==> src/rtl/uart_tx_fifo.sv <==
// Buffered 8N1 UART transmitter: a byte FIFO feeding a self-timed serialiser.
// Frames go out back-to-back with no idle gap while the FIFO has data.
module uart_tx_fifo #(
   parameter int CLKS_PER_BIT = 434,
   parameter int FIFO_AW      = 4
) (
   input  logic               clk_i,
   input  logic               reset_i,
   input  logic               wr_en_i,
   input  logic [7:0]         wr_data_i,
   output logic               full_o,
   output logic               empty_o,
   output logic [FIFO_AW:0]   level_o,
   output logic               overflow_o,
   output logic               tx_o,
   output logic               busy_o,
   output logic               tx_done_o
);

   localparam int DEPTH = 1 << FIFO_AW;
   localparam int BW    = $clog2(CLKS_PER_BIT);
   localparam logic [FIFO_AW:0] DEPTH_L   = (FIFO_AW + 1)'(DEPTH);
   localparam logic [BW-1:0]    BAUD_LAST = BW'(CLKS_PER_BIT - 1);

   typedef enum logic [1:0] {IDLE, START, DATA, STOP} state_t;

   // FIFO storage and bookkeeping
   logic [7:0]         mem_q [DEPTH];
   logic [FIFO_AW-1:0] wptr_q, rptr_q;
   logic [FIFO_AW:0]   level_q, level_d;
   logic               full_q, empty_q, ovf_q;
   logic               push, pop;

   // Serialiser
   state_t        state_q, state_d;
   logic [BW-1:0] baud_q, baud_d;
   logic [2:0]    bit_q, bit_d;
   logic [7:0]    shift_q, shift_d;
   logic          tx_q, tx_d;
   logic          baud_last;
   logic          load;

   // Push is gated by the registered full flag, so a same-cycle pop cannot
   // make room for a write that arrives while full.
   assign push = wr_en_i && !full_q;
   assign pop  = load;

   always_comb begin
      level_d = level_q;
      case ({push, pop})
         2'b10:   level_d = level_q + 1'b1;
         2'b01:   level_d = level_q - 1'b1;
         default: level_d = level_q;
      endcase
   end

   always_ff @(posedge clk_i) begin
      if (reset_i) begin
         wptr_q  <= '0;
         rptr_q  <= '0;
         level_q <= '0;
         full_q  <= 1'b0;
         empty_q <= 1'b1;
         ovf_q   <= 1'b0;
      end else begin
         if (push) wptr_q <= wptr_q + 1'b1;
         if (pop)  rptr_q <= rptr_q + 1'b1;
         level_q <= level_d;
         full_q  <= (level_d == DEPTH_L);
         empty_q <= (level_d == '0);
         if (wr_en_i && full_q) ovf_q <= 1'b1;
      end
   end

   always_ff @(posedge clk_i) begin
      if (!reset_i && push) mem_q[wptr_q] <= wr_data_i;
   end

   assign full_o     = full_q;
   assign empty_o    = empty_q;
   assign level_o    = level_q;
   assign overflow_o = ovf_q;

   // FSM state register
   always_ff @(posedge clk_i) begin
      if (reset_i) begin
         state_q <= IDLE;
         baud_q  <= '0;
         bit_q   <= '0;
         shift_q <= '0;
         tx_q    <= 1'b1;
      end else begin
         state_q <= state_d;
         baud_q  <= baud_d;
         bit_q   <= bit_d;
         shift_q <= shift_d;
         tx_q    <= tx_d;
      end
   end

   assign baud_last = (baud_q == BAUD_LAST);

   // FSM next state; the baud counter restarts on every state entry
   always_comb begin
      state_d = state_q;
      baud_d  = baud_q + 1'b1;
      bit_d   = bit_q;
      shift_d = shift_q;
      load    = 1'b0;
      unique case (state_q)
         IDLE: begin
            baud_d = '0;
            if (!empty_q) begin
               load    = 1'b1;
               shift_d = mem_q[rptr_q];
               state_d = START;
            end
         end
         START: begin
            if (baud_last) begin
               baud_d  = '0;
               bit_d   = '0;
               state_d = DATA;
            end
         end
         DATA: begin
            if (baud_last) begin
               baud_d  = '0;
               shift_d = {1'b0, shift_q[7:1]};
               if (bit_q == 3'd7) state_d = STOP;
               else               bit_d   = bit_q + 1'b1;
            end
         end
         STOP: begin
            if (baud_last) begin
               baud_d = '0;
               if (!empty_q) begin
                  load    = 1'b1;
                  shift_d = mem_q[rptr_q];
                  state_d = START;
               end else begin
                  state_d = IDLE;
               end
            end
         end
         default: state_d = IDLE;
      endcase
   end

   // Outputs; tx is registered from the next state so the line never glitches
   always_comb begin
      tx_d = 1'b1;
      case (state_d)
         START:   tx_d = 1'b0;
         DATA:    tx_d = shift_d[0];
         default: tx_d = 1'b1;
      endcase
   end

   assign tx_o      = tx_q;
   assign busy_o    = (state_q != IDLE);
   assign tx_done_o = (state_q == STOP) && baud_last;

endmodule

==> config.mk <==
export PLATFORM = sky130hd
export DESIGN_NAME = uart_tx_fifo
export DESIGN_NICKNAME = d
export VERILOG_FILES = /design/src/rtl/uart_tx_fifo.sv
export SDC_FILE = /design/constraint.sdc
export NUM_CORES = 1
export LEC_CHECK = 0
export BUFFER_PORTS_ARGS = -buffer_cell sky130_fd_sc_hd__buf_4
export CORE_ASPECT_RATIO = 1.75
export CORE_MARGIN = 5
export CORE_UTILIZATION = 35
export CTS_BUF_LIST = sky130_fd_sc_hd__clkbuf_8 sky130_fd_sc_hd__clkbuf_16
export CTS_CLUSTER_SIZE = 25
export DETAILED_ROUTE_END_ITERATION = 10
export PLACE_DENSITY = 0.55
export SYNTH_ARGS = -nofsm -noshare
export SYNTH_HDL_FRONTEND = slang
export SYNTH_SLANG_ARGS = --single-unit
==> constraint.sdc <==
create_clock -name clk_i -period 2.9 [get_ports clk_i]
set_input_delay 0.145 -clock clk_i [delete_from_list [all_inputs] [get_ports clk_i]]
set_output_delay 0.145 -clock clk_i [all_outputs]
set_load 0.02 [all_outputs]
==> metrics.md <==
| Metric | Value |
|---|---|
| WHS Endpoint | mem_q[3][5]$_DFFE_PP_ |
| PD cells | 782.1 mW/mm^2 |
| Commonest register cell after synthesis | edfxtp_1 |
| Adder-cell area share of the yosys netlist | 3.171% |
| Post-synth top area share | 54.12% |
| DRT Wirelength | 14.65 mm |
| Slew headroom | 54.83% |
| Post-synthesis simple-gate area fraction | 7.787% |
| Crit share post-route | 95.65% |
| Routed via count | 3982 |
| Std-Cell Rows | 69 |
| Full die area | 0.02335 mm^2 |
| Die width | 117.7 um |
| Fin. Hold Viols | 0 |
| Area grow syn2layout | 17.90% |
| Launch point of the worst reg-to-reg path | baud_q[1]$_SDFF_PP0_ |
| Compound-Gate Fraction of Synth Area | 4.510% |
| Starting density of the core | 35.31% |
| Asr flop ratio synth | 0% |
| Num CTS Buffers | 17 |
| Endpoints failing setup | 0 |
| Critical path class | flip-flop to flip-flop |
| Layout cells sized above 1 | 24.43% |
| Final WS setup | 126.0 ps |
| Least-Margin Pin Slew | 671.5 ps |
| First-pass DRT Iterations | 4 |
| Input/output buffers | 21 |
| CP Buf/Inv Count | 1 |
| Main combinational cell family by area after synthesis | multiplexers |
| WP data arrival | 3070 ps |
| #FFs+latches synth | 171 |
| Post-Syn Nets | 487 |
| YS warnings | 0 |
| Number of flops mapped to enable cells by yosys | 128 |
| Largest net degree at the start of global routing | 33 |
| Drt drc | 0 |
| Boundary pin count | 22 |
| Routability congestion estimate | 0.7542 |
| First-pass GRT wire length | 23.47 mm |
| HP Class | input pin to flip-flop |
| Tot GR Track Use | 13.14% |
| Clock transition at path regs | 70 ps |
| Worst-case reg-to-reg path depth | 14 |
| Worst vdd ir | 417.3 uV |
| Die H | 198.4 um |
| Required @ worst endpoint | 3200 ps |
| Critical-path cell list | inv_2 > ha_1 > and4b_2 > nand3_4 > a211oi_4 > ha_2 > xor2_1 > ha_2 > nor2b_4 > a32oi_1 > o31ai_1 > xnor2_1 > nor2_1 > a21oi_1 |
| Iteration-0 DRC Markers | 271 |
| Nets | 540 |
| Critical Path Fanout Max | 4 |
| Clk Latency, worst-skew pair | 420 ps |
| Synth unique cells | 49 |
| Hold Startpoint | wr_data_i[5] |
| Skew final | 9.232 ps |
| Synth Area in XOR/XNOR | 2.343% |
| CTS Root Buffer Type | clkbuf_16 |
| DP Wirelength | 10.26 mm |
| Clock net sink count | 171 |
| P_leak | 2.848 nW |
| Pre-CTS setup slack | 24.38 ps |
| Period minus WS final | 2774 ps |
| Delay-heaviest family, CP | compound AO/OA/AOI/OAI gates |
| Post-synthesis sequential area ratio | 66.24% |
| FMAX | 0.3605 GHz |
| CTS tree | built |
| Inserted Diodes | 0 |
| R2R setup slack | 130 ps |
| Critical Path Sink Type | flip-flop |
| Finished Core Util | 41.62% |
| Largest cells by area after synthesis | edfxtp_1, dfxtp_1, mux4_2, ha_1, nor2_1 |
| CP peak stage delay | 340 ps |
| Initial antenna violation count | 0 |
| Outcome | complete, no violations |
| Reg2reg end | empty_o$_SDFF_PP1_ |
| DR vias/cell | 5.158 |
| Max-capacitance violation count | 0 |
| Multiplexer area fraction after synthesis | 13.92% |
| Core Area | 0.02012 mm^2 |
| Cells after Synth | 458 |
| Hold Path Cell Cnt | 1 |
| Wire length per cell | 18.98 um |
| RSZ-0062 raised after global routing | true |
| Top cell type by total area after synthesis | edfxtp_1 |
| Fillers | 1829 |
| Routed Antenna Nets | 0 |
| Startpoint Class | flip-flop |
| Max Slew Vio Count | 0 |
| Critical path's slowest cell | dfxtp_2 |
| Synthesized area | 0.007102 mm^2 |
| Most frequent cell on the critical path | ha_2 |
| Number of global-route vias before repair | 4217 |
| H-tree depth | 4 |
| Clock Path Buffers | 2 |
| Grt total ovfl | 0 |
| Synthesized area per cell | 15.51 um^2 |
## worst max path at each step
stage / startpoint / to / cells after the start
6_report: baud_q[1]$_SDFF_PP0_ / empty_o$_SDFF_PP1_ / 14
5_1_grt: baud_q[1]$_SDFF_PP0_ / empty_o$_SDFF_PP1_ / 14
4_1_cts: baud_q[0]$_SDFF_PP0_ / empty_o$_SDFF_PP1_ / 13
3_5_place_dp: baud_q[0]$_SDFF_PP0_ / empty_o$_SDFF_PP1_ / 13
3_3_place_gp: baud_q[0]$_SDFF_PP0_ / empty_o$_SDFF_PP1_ / 13
2_1_floorplan: baud_q[0]$_SDFF_PP0_ / empty_o$_SDFF_PP1_ / 14
## stage by stage
step | power (mW) | instance area, um^2 | setup TNS (ps) | hold slack [ps] | instances
finish | 6.549 | 8373 | 0 | 26.15 | 772
global route | 6.871 | 8373 | -114.6 | 21.28 | 772
CTS | 6.617 | 8334 | 0 | 5.495 | 771
detailed placement | 4.296 | 7712 | 0 | 396.2 | 738
global placement | 4.261 | 7712 | 0 | 381.2 | 738
floorplan | 3.885 | 7111 | 0 | 243.9 | 458
## cells in the final DEF, fill, tap and decap left out, types with 9 or more instances in the layout
master / instances
nor3_1: 9
clkbuf_16: 19
mux4_2: 27
inv_1: 14
edfxtp_1: 128
xor2_1: 11
nand2_1: 13
ha_1: 16
a21oi_1: 13
mux2i_1: 17
nor2_1: 59
buf_4: 53
dfxtp_1: 40
## where the power goes
group	leakage (nW)	internal, mW	switching (mW)
Sequential	1.50	2.76	0.174
Combinational	1.03	0.634	0.671
Clock	0.314	1.39	0.919
## cell type report
class	instances	area, um^2	share of cell area (%)
sequential	171	4711	56.26
inverter	12	45.04	0.5380
timing repair buffer	54	407.9	4.871
multi-input combinational	255	2287	27.32
clock inverter	12	122.6	1.464
tap	248	310.3	3.706
clock buffer	20	489.2	5.843
## registers in the layout (all words and copies together) (netlist names), named ones only
| name | count |
|---|---|
| wptr_q | 4 |
| rptr_q | 4 |
| full_o | 1 |
| state_q | 2 |
| baud_q | 9 |
| empty_o | 1 |
| mem_q | 128 |
| shift_q | 8 |
| overflow_o | 1 |
| level_o | 5 |
| bit_q | 3 |
| tx_o | 1 |
## routing by layer
metal  GRT usage, %  part of all wire (%)  routed length, um  up-vias
li1               -                     -                  -     1858
met1          14.00                    37               5431     2019
met2          25.21                    58               8519       81
met3          2.532                   2.8                416       24
met4          5.272                   1.9                283        0
met5              0                     0                  0        -
## Yosys cell counts (all sizes together) (2+ instances only)
cell / instances
edfxtp: 128
nor2: 59
dfxtp: 43
mux4: 32
ha: 18
mux2i: 17
a21oi: 13
nand2: 13
inv: 12
clkbuf: 11
xor2: 11
buf: 9
nand3: 9
nor2b: 9
nor3: 9
xnor2: 8
mux2: 7
a221oi: 6
o31ai: 6
a22oi: 4
nor3b: 4
a31oi: 3
nand4: 3
a211oi: 2
a32oi: 2
and2: 2
and3: 2
o21ai: 2
## repair_timing
item / in CTS / in global routing
setup buffers: 0 / 1
hold buffers: 1 / 0
endpoints found under the setup margin: 0 / 3
hold endpoints to repair: 1 / 0
gates resized for setup: 0 / 11
## kinds of logic after synthesis
family / after synthesis
flip-flops: 171
AND/OR/NAND/NOR: 117
multiplexers: 56
AO/OA/AOI/OAI: 45
buffers and inverters: 32
XOR/XNOR: 19
adder cells (fa/ha/maj): 18
No activity file was read; power rests on OpenSTA's default activity.
